**src/rtl/udiv_pkg.sv**
```systemverilog
// Shared definitions for the sequential restoring divider: FSM encoding,
// parameter legality and counter sizing.
package udiv_pkg;

    typedef enum logic [1:0] {
        IDLE = 2'd0,
        CALC = 2'd1,
        DONE = 2'd2
    } udiv_state_e;

    function automatic bit udiv_params_ok(input int width, input int steps);
        return (width >= 2) && (steps inside {1, 2, 4, 8}) && (width % steps == 0);
    endfunction

    // Iteration counter holds WIDTH/STEPS-1 down to 0; never narrower than one bit.
    function automatic int udiv_cnt_w(input int width, input int steps);
        int n;
        n = width / steps;
        return (n <= 2) ? 1 : $clog2(n);
    endfunction

endpackage

```
**src/rtl/udiv_seq_if.sv**
```systemverilog
// Operand/result handshake bundle for udiv_seq; master issues operands and
// consumes results, slave is the divider.
interface udiv_seq_if
    import udiv_pkg::*;
#(
    parameter int WIDTH = 32
);
    logic             in_valid;
    logic             in_ready;
    logic [WIDTH-1:0] dividend;
    logic [WIDTH-1:0] divisor;
    logic             out_valid;
    logic             out_ready;
    logic [WIDTH-1:0] quotient;
    logic [WIDTH-1:0] remainder;
    logic             div_by_zero;

    modport master (
        output in_valid, dividend, divisor, out_ready,
        input  in_ready, out_valid, quotient, remainder, div_by_zero
    );

    modport slave (
        input  in_valid, dividend, divisor, out_ready,
        output in_ready, out_valid, quotient, remainder, div_by_zero
    );
endinterface

```
**src/rtl/udiv_step.sv**
```systemverilog
// One combinational restoring-division step: shift in the next dividend bit,
// trial-subtract the divisor, keep the difference when it does not go negative.
module udiv_step
    import udiv_pkg::*;
#(
    parameter int WIDTH = 32
) (
    input  logic [WIDTH-1:0] r_i,
    input  logic             q_msb_i,
    input  logic [WIDTH-1:0] d_i,
    output logic [WIDTH-1:0] r_o,
    output logic             q_bit_o
);
    logic [WIDTH:0] r_sh;
    logic [WIDTH:0] trial;

    // The partial remainder stays below the divisor, so the kept result always
    // fits WIDTH bits; only the trial difference needs the extra sign bit.
    always_comb begin
        r_sh    = {r_i, q_msb_i};
        trial   = r_sh - {1'b0, d_i};
        q_bit_o = ~trial[WIDTH];
        r_o     = q_bit_o ? trial[WIDTH-1:0] : r_sh[WIDTH-1:0];
    end
endmodule

```
**src/rtl/udiv_seq.sv**
```systemverilog
// Sequential unsigned divider: STEPS chained restoring steps per clock,
// valid/ready on both sides, synchronous flush, zero-divisor shortcut.
module udiv_seq
    import udiv_pkg::*;
#(
    parameter int WIDTH = 32,
    parameter int STEPS = 1
) (
    input  logic       clk,
    input  logic       rst_n,
    input  logic       flush,
    udiv_seq_if.slave  bus
);
    localparam int               CNT_W    = udiv_cnt_w(WIDTH, STEPS);
    localparam logic [CNT_W-1:0] CNT_INIT = CNT_W'(WIDTH / STEPS - 1);

    if (!udiv_params_ok(WIDTH, STEPS)) begin : g_bad_params
        $error("udiv_seq: WIDTH must be >= 2 and divisible by STEPS in {1,2,4,8}");
    end

    udiv_state_e      state_q;
    logic             in_ready_q, out_valid_q, dbz_q, zero_q;
    logic [WIDTH-1:0] q_q, r_q, d_q, quot_q, rem_q;
    logic [CNT_W-1:0] cnt_q;

    logic [STEPS:0][WIDTH-1:0] q_d, r_d;
    logic [STEPS-1:0]          q_bit;

    assign q_d[0] = q_q;
    assign r_d[0] = r_q;

    for (genvar s = 0; s < STEPS; s++) begin : g_step
        udiv_step #(.WIDTH(WIDTH)) u_step (
            .r_i     (r_d[s]),
            .q_msb_i (q_d[s][WIDTH-1]),
            .d_i     (d_q),
            .r_o     (r_d[s+1]),
            .q_bit_o (q_bit[s])
        );
        assign q_d[s+1] = {q_d[s][WIDTH-2:0], q_bit[s]};
    end

    // Results are copied into the output registers on the first DONE cycle, so
    // they stay frozen under backpressure regardless of the working registers.
    always_ff @(posedge clk or negedge rst_n) begin
        if (!rst_n) begin
            state_q     <= IDLE;
            in_ready_q  <= 1'b1;
            out_valid_q <= 1'b0;
            dbz_q       <= 1'b0;
            zero_q      <= 1'b0;
            q_q         <= '0;
            r_q         <= '0;
            d_q         <= '0;
            quot_q      <= '0;
            rem_q       <= '0;
            cnt_q       <= '0;
        end else if (flush) begin
            state_q     <= IDLE;
            in_ready_q  <= 1'b1;
            out_valid_q <= 1'b0;
        end else begin
            case (state_q)
                IDLE: begin
                    if (bus.in_valid) begin
                        in_ready_q <= 1'b0;
                        d_q        <= bus.divisor;
                        if (bus.divisor == '0) begin
                            state_q <= DONE;
                            zero_q  <= 1'b1;
                            q_q     <= '1;
                            r_q     <= bus.dividend;
                        end else begin
                            state_q <= CALC;
                            zero_q  <= 1'b0;
                            q_q     <= bus.dividend;
                            r_q     <= '0;
                            cnt_q   <= CNT_INIT;
                        end
                    end
                end
                CALC: begin
                    q_q <= q_d[STEPS];
                    r_q <= r_d[STEPS];
                    if (cnt_q == '0) state_q <= DONE;
                    else             cnt_q   <= cnt_q - 1'b1;
                end
                DONE: begin
                    if (!out_valid_q) begin
                        out_valid_q <= 1'b1;
                        quot_q      <= q_q;
                        rem_q       <= r_q;
                        dbz_q       <= zero_q;
                    end else if (bus.out_ready) begin
                        out_valid_q <= 1'b0;
                        in_ready_q  <= 1'b1;
                        state_q     <= IDLE;
                    end
                end
                default: begin
                    state_q    <= IDLE;
                    in_ready_q <= 1'b1;
                end
            endcase
        end
    end

    assign bus.in_ready    = in_ready_q;
    assign bus.out_valid   = out_valid_q;
    assign bus.quotient    = quot_q;
    assign bus.remainder   = rem_q;
    assign bus.div_by_zero = dbz_q;
endmodule

```
**src/flat_wrapper.sv**
```systemverilog
// flat-port wrapper written by rule: the top's interface ports become plain ports
module udiv_seq_flat import udiv_pkg::*;
#(
    parameter int WIDTH = 32,
    parameter int STEPS = 1
)
  (clk, rst_n, flush, bus_in_valid, bus_dividend, bus_divisor, bus_out_ready, bus_in_ready, bus_out_valid, bus_quotient, bus_remainder, bus_div_by_zero);
  udiv_seq_if #(.WIDTH(WIDTH)) bus_i ();
  input  logic clk;
  input  logic rst_n;
  input  logic flush;
  input wire logic [$bits(bus_i.in_valid)-1:0] bus_in_valid;
  input wire logic [$bits(bus_i.dividend)-1:0] bus_dividend;
  input wire logic [$bits(bus_i.divisor)-1:0] bus_divisor;
  input wire logic [$bits(bus_i.out_ready)-1:0] bus_out_ready;
  output wire logic [$bits(bus_i.in_ready)-1:0] bus_in_ready;
  output wire logic [$bits(bus_i.out_valid)-1:0] bus_out_valid;
  output wire logic [$bits(bus_i.quotient)-1:0] bus_quotient;
  output wire logic [$bits(bus_i.remainder)-1:0] bus_remainder;
  output wire logic [$bits(bus_i.div_by_zero)-1:0] bus_div_by_zero;
  assign bus_i.in_valid = bus_in_valid;
  assign bus_i.dividend = bus_dividend;
  assign bus_i.divisor = bus_divisor;
  assign bus_i.out_ready = bus_out_ready;
  assign bus_in_ready = bus_i.in_ready;
  assign bus_out_valid = bus_i.out_valid;
  assign bus_quotient = bus_i.quotient;
  assign bus_remainder = bus_i.remainder;
  assign bus_div_by_zero = bus_i.div_by_zero;
  udiv_seq #(.WIDTH(WIDTH), .STEPS(STEPS)) u_core (.clk(clk), .rst_n(rst_n), .flush(flush), .bus(bus_i));
endmodule
```
**config.mk**
```make
export PLATFORM = sky130hd
export DESIGN_NAME = udiv_seq_flat
export DESIGN_NICKNAME = d
export VERILOG_FILES = /design/src/rtl/udiv_pkg.sv /design/src/rtl/udiv_seq_if.sv /design/src/rtl/udiv_step.sv /design/src/rtl/udiv_seq.sv /design/src/flat_wrapper.sv
export SDC_FILE = /design/constraint.sdc
export NUM_CORES = 1
export LEC_CHECK = 0
export BUFFER_PORTS_ARGS = -buffer_cell sky130_fd_sc_hd__buf_2
export CELL_PAD_IN_SITES_DETAIL_PLACEMENT = 2
export CELL_PAD_IN_SITES_GLOBAL_PLACEMENT = 2
export CORE_UTILIZATION = 37
export CTS_BUF_LIST = sky130_fd_sc_hd__clkbuf_2
export DETAILED_ROUTE_END_ITERATION = 7
export GPL_TIMING_DRIVEN = 0
export MAX_ROUTING_LAYER = met4
export PLACE_DENSITY = 0.84
export SKIP_LAST_GASP = 1
export SYNTH_ARGS = -nofsm -noshare
export SYNTH_HDL_FRONTEND = slang
export SYNTH_SLANG_ARGS = --single-unit
```
**constraint.sdc**
```tcl
create_clock -name clk -period 3.85 [get_ports clk]
set_clock_uncertainty 0.1 [all_clocks]
set_input_delay 0.77 -clock clk [delete_from_list [all_inputs] [get_ports clk]]
set_output_delay 0.77 -clock clk [all_outputs]
set_load 0.05 [all_outputs]
```
After elaboration in Yosys (flattened, before gate mapping)
Index checks and enable logic that the tools add are counted.

storage, ports and cells
  bits in latches = 0
  bits in registers = 171
  memories kept = 0
  bits in read-only memories = 0
  memory bits (writable) = 0
  output and inout port bits = 67

cells by class
  reduce and logical (&&, ||, !) cells = 11
  shift operators = 0
  muxes and demuxes = 28
  add/sub/neg operators = 2
  multiply operators = 0
  equal/unequal tests = 10
  bitwise logic cells = 3
  magnitude comparators = 0
  divide/modulo/power cells = 0

operators by type and width
  cell                 count
  $mux 32              5
  $pmux 32 s2          2
  $sub 33x32->33       1
  $logic_not 32->1     1
  $mux 5               3
  $mux 2               6
  $pmux 5 s2           1
  $mux 1               9
  $reduce_and 3->1     3
  $ne 2x2->1 const B   4
  $reduce_and 4->1     2
  $ne 3x2->1 const B   2
  $ne 3x3->1 const B   2
  $pmux 2 s3           1
  $logic_not 5->1      1
  $reduce_and 5->1     1
  $sub 5x1->5 const B  1
  $reduce_bool 2->1    2
  $not 1->1            3
  $pmux 1 s3           1
  $eq 2x1->1 const B   1
  $eq 2x2->1 const B   1
  $logic_not 2->1      1

Longest topological paths before layout
  depth in word-level cells = 5
  gate-level depth with buffers = 14

Cells and area by module
A second synthesis with hierarchy kept.

second synthesis, totals
  cell total of the unflattened synthesis = 836
  area total of the unflattened synthesis = 9396.5 um^2

modules (own cells, without submodules)
  module     cells an instance  area each (um^2)  seq. area each (um^2)  instances
  udiv_seq   531                7038.0            4280.4                 1
  udiv_step  305                2358.5            0.0                    1

Worst setup path after synthesis
Ideal clock, no wire load.

  path type = reg2reg
  start point = register u_core.q_q[31]
  end point = register u_core.r_q[8]
  setup slack = 0.913 ns
  setup time = 0.135 ns
  stages on the path, launching flop included = 14
  arrival = 2.702 ns
  path buffers = 2
  path through = dfrtp_1 -> inv_1 -> ha_1 -> fa_1 -> nand2b_1 -> a21oi_1 -> o21ai_1 -> a41oi_2 -> a21o_4 -> xor2_4 -> buf_6 -> buf_6 -> mux2i_1 -> o22ai_1

between the ends
  cells in the longest elaborated chain, start to end = 3

ends and longest elaborated chain
  element                   RTL line         text
  start: declaration        udiv_seq.sv:23   logic [WIDTH-1:0] q_q, r_q, d_q, quot_q, rem_q;
  start signal: assignment  udiv_seq.sv:76   q_q <= bus.dividend;
  start signal: assignment  udiv_seq.sv:83   q_q <= q_d[STEPS];
  $sub 33x32->33            udiv_step.sv:21  trial = r_sh - {1'b0, d_i};
  $mux 32                   udiv_step.sv:23  r_o = q_bit_o ? trial[WIDTH-1:0] : r_sh[WIDTH-1:0];
  $pmux 32 s2               udiv_seq.sv:63   case (state_q)
  end signal: assignment    udiv_seq.sv:72   r_q <= bus.dividend;
  end signal: assignment    udiv_seq.sv:84   r_q <= r_d[STEPS];
  end: declaration          udiv_seq.sv:23

No other way between the ends.
A chain may end at the register's enable or synchronous reset.

Worst setup path in the final report
  start point = register u_core.r_q[0]
  end point = register u_core.r_q[14]

between the ends
  cells in the longest elaborated chain, start to end = 3

ends and longest elaborated chain
  element         RTL line
  $sub 33x32->33  udiv_step.sv:21
  $mux 32         udiv_step.sv:23
  $pmux 32 s2     udiv_seq.sv:63

No other way between the ends.

==> impl_metrics.ini <==
[clock_network]
cts_sinks = 171
cts_hold_buf = 2
clk_latency_ns = 0.83
cts_buffers = 17
post_cts_buffers = 0
root_buffer = clkbuf_2
cts_tree = yes
clk_pin_slew_ns = 0.29
cts_resized = 0
htreeDepth = 4
clk_path_buf_depth = 2

[setup_path]
crit_buf_inv = 3
worstSetupPathType = flip-flop to flip-flop
startpoint_type = flip-flop
worstSetupEndpoint = u_core.r_q[14]
crit_start = u_core.r_q[0]
r2r_end = u_core.r_q[14]
rrSetupSlack_ns = 0.26
r2r-start = u_core.r_q[0]
cp_num_cells = 12
max_stage_delay_ns = 0.56
critical_path.cell_chain = inv_1 -> fa_1 -> nand2b_1 -> a21oi_1 -> o21ai_1 -> a41oi_2 -> a21o_4 -> xor2_4 -> buf_6 -> buf_6 -> mux2i_1 -> o22ai_1
required_ns = 4.44
critPathMostFrequentCell = buf_6
cp.arrival_ns = 4.18
cp_max_fo = 10
cp-end-kind = flip-flop
reg2reg_depth = 12
cpMaxStageDelayCell = dfrtp_1
cpLargestDelayFamily = compound AO/OA/AOI/OAI gates

[hold_path]
hold_class = input port to flip-flop

[drt]
antenna_left = 0
first_iter_violations = 421
wl_per_cell_um = 22.0
drt_wl_total_um = 32300
vias = 8291
drtPass1Iterations = 5
via_per_inst = 5.64
drcViolationCount = 0

[sta]
fin_tns_setup_ns = 0
timing.fmax_mhz = 278
setup_violations = 0
slew_violations = 0
worstMarginPinSlew_ns = 0.902
hold_ws_ns = 0.0620
min_period_over_period = 0.933
finalHoldViolations = 0
fin_crit_ns = 3.59
rsz0062_at_grt = false
slew_headroom = 0.399

[finish]
finalInstanceArea_sq_um = 10800
area_growth_pct = 15.0
nFillCells = 2767
drive_gt1_frac = 0.225
fin_cells = 1470
fin_nets = 1236

[placement]
placed_area_sq_um = 10500
place_inst = 1435
place_congestion = 0.878
io_buffers = 135
dp_hpwl_um = 25100

[synth]
ys_seq_area_frac = 0.458
synth_commonest_cells = dfrtp_1 (170), nand2_1 (102), nor2_1 (88)
synth_top_family_by_area = compound AO/OA/AOI/OAI gates
synth_mux_area_frac = 0.103
synth_edf_count = 0
yosysTopAreaCell = dfrtp_1
synth_seq_cells = 171
synth-async-reset-ratio = 1.00
synth_area_sq_um = 9350
synth_compound_area_frac = 0.174
synth_nets = 1079
synth_xor_xnor_area_share = 0.0262
synth.avg_cell_area_sq_um = 9.59
synth_top_area_frac = 0.455
yosysUniqueCellTypes = 63
syn_inst = 975
yosysMostFrequentCell = dfrtp_1
ys_dominant_reg_cell = dfrtp_1
synth-simple-area-share = 0.150
synth_area_leaders = dfrtp_1 (45%), mux2_2 (8.1%), ha_1 (4.5%), nand2_1 (4.1%), a21oi_1 (3.9%)
synth_fa_ha_area_frac = 0.0476
yosys_warnings = 0

[global_routing]
track_usage = 0.265
grt_antenna_before_repair = 1
grt_pass1_vias = 9118
grt_first_pass_wirelength_um = 51200
grt_max_degree = 104
grt.overflow.total = 0

[floorplan]
io-pin-count = 136
core_sq_um = 24500
chipHeight_um = 161
die_area_sq_um = 25900
die_w_um = 161
start_util = 0.381
num_rows = 57

[power]
pwr_density_cell_nw_per_um2 = 631
leakage_nw = 5.26
ir_drop_mv = 0.302

[run_status]
outcome = finished clean

[run]
drv_cap = 0
## layout by cell type (no fill, tap or decap), types with 9 or more instances in the layout
cell      netlist  layout
dfrtp_1       170     170
buf_2           1     135
nand2_1       102     102
nor2_1         88      88
a21oi_1        72      72
mux2_2         67      67
o21ai_0        55      55
clkbuf_1       45      45
nor3_1         41      41
inv_1          40      40
ha_1           34      34
o31ai_1        32      32
clkbuf_2        0      18
nand3_1        16      16
mux2i_1        15      15
a21o_1         14      14
o21ai_1        13      13
and3_1         13      13
xnor2_1        13      13
a31oi_1        12      12
xor2_1         10      10
o21a_1          9       9
nor4_1          9       9
## routing by layer
metal	track usage	share of wire
met2	0.448	0.50
met1	0.329	0.45
met4	0.0776	0.022
met5	-	0
met3	0.0357	0.032
## final cells by class
| class | instances | area (sq um) | area share |
|---|---|---|---|
| multi-input combinational | 709 | 4690 | 0.436 |
| sequential | 171 | 4280 | 0.398 |
| timing repair buffer | 138 | 733 | 0.0682 |
| tap | 324 | 405 | 0.0377 |
| buffer | 55 | 234 | 0.0218 |
| clock inverter | 14 | 170 | 0.0158 |
| inverter | 40 | 150 | 0.0140 |
| clock buffer | 18 | 90.1 | 0.00838 |
| antenna | 1 | 2.50 | 0.000233 |
## registers in the layout (all words and copies together) (netlist names), 2 cells and up
register / flops
u_core.state_q: 2
u_core.bus.quotient: 32
u_core.r_q: 32
u_core.bus.remainder: 32
u_core.d_q: 32
u_core.q_q: 32
u_core.cnt_q: 5
## stage by stage
stage          setup slack [ns]  power, mW  utilization
6_report                  0.256       6.79        0.438
5_1_grt                 0.00986       7.21        0.438
4_1_cts                   0.268       6.82        0.438
3_5_place_dp              0.161       5.75        0.427
3_3_place_gp             -0.927       5.59        0.425
2_1_floorplan             0.913       4.68            -
## worst min path at each step
stage | start | cells after the start | slack (ns) | to
final | bus_divisor[25] | 3 | 0.06 | u_core.d_q[25]
after global routing | bus_divisor[14] | 3 | 0.01 | u_core.d_q[14]
after CTS | bus_divisor[4] | 3 | 0.01 | u_core.d_q[4]
after detailed placement | u_core.zero_q | 1 | 0.39 | u_core.bus.div_by_zero
after global placement | u_core.cnt_q[0] | 1 | 0.38 | u_core.cnt_q[0]
after floorplan | u_core.cnt_q[0] | 1 | 0.36 | u_core.cnt_q[0]
## cell families after synthesis
kind of cell,Yosys count
flip-flops,171
AO/OA/AOI/OAI,254
AND/OR/NAND/NOR,309
XOR/XNOR,25
buffers and inverters,95
multiplexers,86
adder cells (fa/ha/maj),35
## worst register-to-register path: cells and delay by family (launching register included)
family / cells / cell delay, ns
compound gates: 5 / 1.04
xor+xnor: 1 / 0.30
fa+ha+maj: 1 / 0.48
buf+inv: 3 / 0.57
flops: 1 / 0.56
mux: 1 / 0.22
simple gates: 1 / 0.21
## power breakdown
part | total (mW) | internal, mW | switching (mW)
sequential | 2.35 | 2.05 | 0.300
combinational | 3.40 | 1.36 | 2.04
clock | 1.04 | 0.230 | 0.809
(Power assumes the default switching activity.)
